$ cat config.mk
export PLATFORM = sky130hd
export DESIGN_NAME = ws2812_serializer
export DESIGN_NICKNAME = d
export VERILOG_FILES = /design/src/rtl/ws2812_serializer.sv
export SDC_FILE = /design/constraint.sdc
export NUM_CORES = 1
export LEC_CHECK = 0
export CORE_ASPECT_RATIO = 1.1
export CORE_MARGIN = 2
export CORE_UTILIZATION = 55
export CTS_BUF_LIST = sky130_fd_sc_hd__clkbuf_8
export DETAILED_ROUTE_END_ITERATION = 10
export PLACE_DENSITY = 0.79
export RECOVER_POWER = 50
export SYNTH_ARGS = -nofsm -noshare
export SYNTH_HDL_FRONTEND = slang
export SYNTH_SLANG_ARGS = --single-unit
$ cat constraint.sdc
create_clock -name clk -period 2.4 [get_ports clk]
set_input_delay 0.36 -clock clk [delete_from_list [all_inputs] [get_ports clk]]
set_output_delay 0.36 -clock clk [all_outputs]
set_load 0.05 [all_outputs]
$ cat src/rtl/ws2812_serializer.sv
// Pulls colour bytes from a trigger/data_request source and drives them MSB-first onto a WS2812 NRZ line,
// then holds the line low for the latch gap and reports frame completion or an aborted (underrun) frame.
module ws2812_serializer #(
  parameter int LEDS   = 32,
  parameter int T0H    = 4,
  parameter int T1H    = 9,
  parameter int TBIT   = 15,
  parameter int TRESET = 600
) (
  input  logic       clk,
  input  logic       rst,
  input  logic       trigger,
  input  logic [7:0] data_in,
  output logic       data_request,
  output logic       ws_out,
  output logic       busy,
  output logic       frame_done,
  output logic       underrun
);

  localparam int NBYTES = 3 * LEDS;
  localparam int BT_W   = (TBIT   > 1) ? $clog2(TBIT)   : 1;
  localparam int BC_W   = (NBYTES > 1) ? $clog2(NBYTES) : 1;
  localparam int RT_W   = (TRESET > 1) ? $clog2(TRESET) : 1;

  localparam logic [BT_W-1:0] TBIT_LAST = BT_W'(TBIT - 1);
  localparam logic [BT_W-1:0] T0H_C     = BT_W'(T0H);
  localparam logic [BT_W-1:0] T1H_C     = BT_W'(T1H);
  localparam logic [BC_W-1:0] BYTE_LAST = BC_W'(NBYTES - 1);
  localparam logic [RT_W-1:0] RST_LAST  = RT_W'(TRESET - 1);

  if (!(T0H > 0 && T0H < T1H && T1H < TBIT && TRESET > 0 && LEDS > 0)) begin : g_bad_timing
    $error("ws2812_serializer: timing parameters must satisfy 0 < T0H < T1H < TBIT, TRESET > 0, LEDS > 0");
  end

  typedef enum logic [1:0] {
    S_IDLE  = 2'd0,
    S_SEND  = 2'd1,
    S_LATCH = 2'd2
  } state_t;

  state_t          r_state;
  state_t          w_state_nxt;

  logic [7:0]      r_shift;
  logic [2:0]      r_bit_cnt;
  logic [BT_W-1:0] r_bit_tmr;
  logic [BC_W-1:0] r_byte_cnt;
  logic [RT_W-1:0] r_rst_tmr;
  logic            r_complete;
  logic            r_ws;
  logic            r_frame_done;
  logic            r_underrun;

  logic            w_bit_end;
  logic            w_byte_end;
  logic            w_last_byte;
  logic            w_latch_end;
  logic            w_req;
  logic            w_underrun;
  logic            w_done;
  logic [BT_W-1:0] w_thresh;

  assign w_bit_end   = (r_bit_tmr == TBIT_LAST);
  assign w_byte_end  = w_bit_end && (r_bit_cnt == 3'd7);
  assign w_last_byte = (r_byte_cnt == BYTE_LAST);
  assign w_latch_end = (r_rst_tmr == RST_LAST);
  assign w_thresh    = r_shift[7] ? T1H_C : T0H_C;

  always_ff @(posedge clk) begin
    if (rst) r_state <= S_IDLE;
    else     r_state <= w_state_nxt;
  end

  always_comb begin
    w_state_nxt = r_state;
    w_req       = 1'b0;
    w_underrun  = 1'b0;
    w_done      = 1'b0;
    case (r_state)
      S_IDLE: begin
        if (trigger) begin
          w_req       = 1'b1;
          w_state_nxt = S_SEND;
        end
      end
      S_SEND: begin
        if (w_byte_end) begin
          if (w_last_byte) begin
            w_state_nxt = S_LATCH;
          end else if (trigger) begin
            w_req = 1'b1;
          end else begin
            w_underrun  = 1'b1;
            w_state_nxt = S_LATCH;
          end
        end
      end
      S_LATCH: begin
        if (w_latch_end) begin
          w_state_nxt = S_IDLE;
          w_done      = r_complete;
        end
      end
      default: w_state_nxt = S_IDLE;
    endcase
  end

  // Control/timing registers: bit timer, bit/byte counters, latch timer, line and event pulses
  always_ff @(posedge clk) begin
    if (rst) begin
      r_bit_cnt    <= '0;
      r_bit_tmr    <= '0;
      r_byte_cnt   <= '0;
      r_rst_tmr    <= '0;
      r_complete   <= 1'b0;
      r_ws         <= 1'b0;
      r_frame_done <= 1'b0;
      r_underrun   <= 1'b0;
    end else begin
      r_frame_done <= w_done;
      r_underrun   <= w_underrun;
      r_ws         <= (r_state == S_SEND) && (r_bit_tmr < w_thresh);
      case (r_state)
        S_IDLE: begin
          if (w_req) begin
            r_bit_cnt  <= '0;
            r_bit_tmr  <= '0;
            r_byte_cnt <= '0;
          end
        end
        S_SEND: begin
          if (!w_bit_end) begin
            r_bit_tmr <= r_bit_tmr + BT_W'(1);
          end else begin
            r_bit_tmr <= '0;
            if (r_bit_cnt != 3'd7) begin
              r_bit_cnt <= r_bit_cnt + 3'd1;
            end else if (w_req) begin
              r_bit_cnt  <= '0;
              r_byte_cnt <= r_byte_cnt + BC_W'(1);
            end else begin
              r_rst_tmr  <= '0;
              r_complete <= w_last_byte;
            end
          end
        end
        S_LATCH: begin
          if (!w_latch_end) r_rst_tmr <= r_rst_tmr + RT_W'(1);
        end
        default: ;
      endcase
    end
  end

  // Shift register: loaded on every consumed byte, shifted at each intra-byte bit boundary
  always_ff @(posedge clk) begin
    if (w_req) begin
      r_shift <= data_in;
    end else if ((r_state == S_SEND) && w_bit_end && (r_bit_cnt != 3'd7)) begin
      r_shift <= {r_shift[6:0], 1'b0};
    end
  end

  // The request is a same-cycle handshake; reset must never let a byte be consumed
  assign data_request = w_req && !rst;
  assign ws_out       = r_ws;
  assign busy         = (r_state != S_IDLE);
  assign frame_done   = r_frame_done;
  assign underrun     = r_underrun;

endmodule

==> load_flow_metrics.sql <==
INSERT INTO impl_metrics (metric_group, metric, value, unit) VALUES
('detailed_routing', 'drt_iter0_drc', '109', ''),
('clocking', 'htreeDepth', '2', ''),
('setup_path', 'r2r_setup_slack', '280', 'ps'),
('timing', 'final_min_period_over_clock_period', '95.0', '%'),
('detailed_routing', 'drt-vias-per-instance', '5.76', ''),
('clocking', 'clk_transition_reported_paths', '70', 'ps'),
('detailed_routing', 'post-route-drc-count', '0', ''),
('pwr', 'p_sw', '0.287', 'mW'),
('logic_synthesis', 'yosys_register_bits', '38', ''),
('logic_synthesis', 'postSynth.asyncResetShare', '0', '%'),
('clocking', 'hold_buffers', '0', ''),
('placement', 'placement.cell_area', '0.00207', 'mm^2'),
('global_routing', 'grt_util_all_layers', '20.3', '%'),
('timing', 'fin_tns_setup', '0', 'ps'),
('global_routing', 'global_route.overflow_total', '0', ''),
('logic_synthesis', 'postSynth.topFlopCell', 'sky130_fd_sc_hd__dfxtp_1', ''),
('pwr', 'comb_power_share', '8.6', '%'),
('pwr', 'internal-power', '0.942', 'mW'),
('logic_synthesis', 'synth.avg_cell_area', '9.02', 'um^2'),
('timing', 'fin_crit', '2280', 'ps'),
('hold_path', 'worstHoldPathType', 'reg2reg', ''),
('setup_path', 'cp_max_fo', '6', ''),
('finish', 'final_net_count', '247', ''),
('placement', 'dpl.cell_count', '255', ''),
('finish', 'diodes', '0', ''),
('setup_path', 'crit_chain', 'ha_1, ha_2, nand4_2, o21bai_4, a21o_4, nor2_2, buf_12', ''),
('finish', 'fin_area', '0.00218', 'mm^2'),
('logic_synthesis', 'yosysWarnings', '0', ''),
('logic_synthesis', 'syn_area', '0.00187', 'mm^2'),
('global_routing', 'grt_max_degree', '20', ''),
('setup_path', 'worst-path-stages', '7', ''),
('timing', 'grt_setup_unrepaired', 'no', ''),
('die', 'die_area', '0.00388', 'mm^2'),
('setup_path', 'setup.worst_path.end_class', 'output pin', ''),
('timing', 'fmax', '439', 'MHz'),
('finish', 'mostFrequentLayoutCells', 'sky130_fd_sc_hd__nand2_1 (33), sky130_fd_sc_hd__dfxtp_1 (29), sky130_fd_sc_hd__a21oi_1 (18), sky130_fd_sc_hd__nor2_1 (16), sky130_fd_sc_hd__clkdlybuf4s50_1 (14)', ''),
('finish', 'fillerInstances', '274', ''),
('setup_path', 'data_arrival_at_the_endpoint_of_the_critical_path', '1920', 'ps'),
('die', 'core-area', '0.00330', 'mm^2'),
('setup_path', 'reg2reg_to', 'r_byte_cnt[1]', ''),
('clocking', 'tritoncts', 'yes', ''),
('setup_path', 'worst_setup_path_endpoint', 'data_request', ''),
('finish', 'final_common_cell', 'sky130_fd_sc_hd__nand2_1', ''),
('die', 'boundaryPins', '16', ''),
('global_routing', 'grt_antenna_before_repair', '0', ''),
('die', 'core.rowCount', '22', ''),
('setup_path', 'reg2reg_depth', '7', ''),
('detailed_routing', 'postRouteWirelength', '3.52', 'mm'),
('die', 'starting_utilization_of_the_core_area', '56.6', '%'),
('setup_path', 'crit_type', 'reg2out', ''),
('placement', 'gp_congestion', '0.798', ''),
('die', 'die_height', '65.1', 'um'),
('pwr', 'share_clk_of_total_power', '35.9', '%'),
('setup_path', 'cp_num_buf_inv', '1', ''),
('pwr', 'worst_ir_drop_vdd', '0.426', 'mV'),
('die', 'die_w', '59.6', 'um'),
('outcome', 'status', 'completed', ''),
('setup_path', 'timing.critical_path.from', 'r_bit_cnt[0]', ''),
('detailed_routing', 'wire_per_inst', '13.3', 'um'),
('logic_synthesis', 'syn-instance-count', '207', ''),
('finish', 'drive_gt1_share', '10.9', '%'),
('setup_path', 'worst-endpoint-required', '2040', 'ps'),
('clocking', 'cts.path.max_buffers', '2', ''),
('pwr', 'pwr_density_cell', '563', 'mW/mm^2'),
('timing', 'setup_viol', '0', ''),
('timing', 'worst_slack', '121', 'ps'),
('logic_synthesis', 'synth_cell_type_count', '46', ''),
('clocking', 'cts-buffers-inserted', '5', ''),
('timing', 'timing.final.max_slew_violations', '0', ''),
('setup_path', 'rr_startpoint', 'r_bit_cnt[0]', ''),
('placement', 'numPortBuffers', '15', '');
worst min-delay path, cell delays in order, from the launching register on:
cell and delay (ps):
sky130_fd_sc_hd__dfxtp_1 320, sky130_fd_sc_hd__nand3_1 60, sky130_fd_sc_hd__a21oi_1 50
power groups by stage:
stage / Combinational [mW] / Clock, mW / Sequential, mW
detailed placement: 0.106 / 0 / 0.696
finish: 0.105 / 0.441 / 0.682
floorplan: 0.0637 / 0 / 0.694
global placement: 0.104 / 0 / 0.696
CTS: 0.106 / 0.450 / 0.682
global route: 0.118 / 0.479 / 0.683
state kept, by name (all words and copies together), names as in the netlist:
| signal | count |
|---|---|
| frame_done | 1 |
| r_bit_tmr | 4 |
| r_byte_cnt | 7 |
| r_bit_cnt | 3 |
| underrun | 1 |
| r_state | 2 |
| r_complete | 1 |
| r_shift | 8 |
| ws_out | 1 |
| r_rst_tmr | 10 |
worst min path at each step:
stage | cells past startpoint | endpoint | start | slack (ps)
floorplan | 1 | underrun | trigger | 440
global placement | 2 | r_bit_cnt[1] | r_bit_cnt[1] | 460
detailed placement | 2 | r_bit_cnt[2] | r_bit_cnt[2] | 460
CTS | 2 | r_bit_cnt[2] | r_bit_cnt[2] | 470
global route | 2 | r_bit_cnt[2] | r_bit_cnt[2] | 490
finish | 2 | r_bit_cnt[2] | r_bit_cnt[2] | 470
timing repair:
item	4_1_cts	5_1_grt
resized for setup	0	3
setup endpoints to repair	0	1
buffers inserted	0	2
layout make-up:
class | instances | area (um^2) | share of cell area, %
clock buffers | 6 | 82.6 | 3.78
flip-flops and latches | 38 | 842 | 38.6
repair buffers | 19 | 190 | 8.71
multi-input cells | 157 | 988 | 45.3
well taps | 36 | 45.0 | 2.06
clock inverters | 2 | 8.76 | 0.401
inverters | 7 | 26.3 | 1.20
synthesized netlist by cell type, drive strengths merged (3+ instances only):
cell     n  area [um^2]
xnor2    5         43.8
or3      6         37.5
nor2    18         70.1
inv      7         26.3
nand2   33          124
or4      4         30.0
dfxtp   30          601
edfxtp   8          240
a211oi   3         22.5
ha       8          100
o31ai    4         30.0
nand3   14         75.1
nand2b   3         18.8
buf      3         13.8
a21oi   19          103
a21o     6         45.0
o21ai    7         38.8
kinds of logic after synthesis:
| family | synth area share [%] |
|---|---|
| and+or+nand+nor | 25.9 |
| AOI/OAI and AO/OA | 18.3 |
| DFF | 45.0 |
| buffers and inverters | 2.55 |
| adders and majority gates | 5.36 |
| xor gates and xnor gates | 2.34 |
| muxes | 0.536 |
metal layers:
metal / track usage (%) / vias up / part of all wire [%]
met5: 0 / - / 0
met4: 9.17 / 0 / 2.1
met3: 5.31 / 10 / 2.8
met2: 32.6 / 18 / 49
met1: 25.3 / 718 / 46
li1: - / 781 / -
Note: power is estimated with default switching activity, not from simulation.
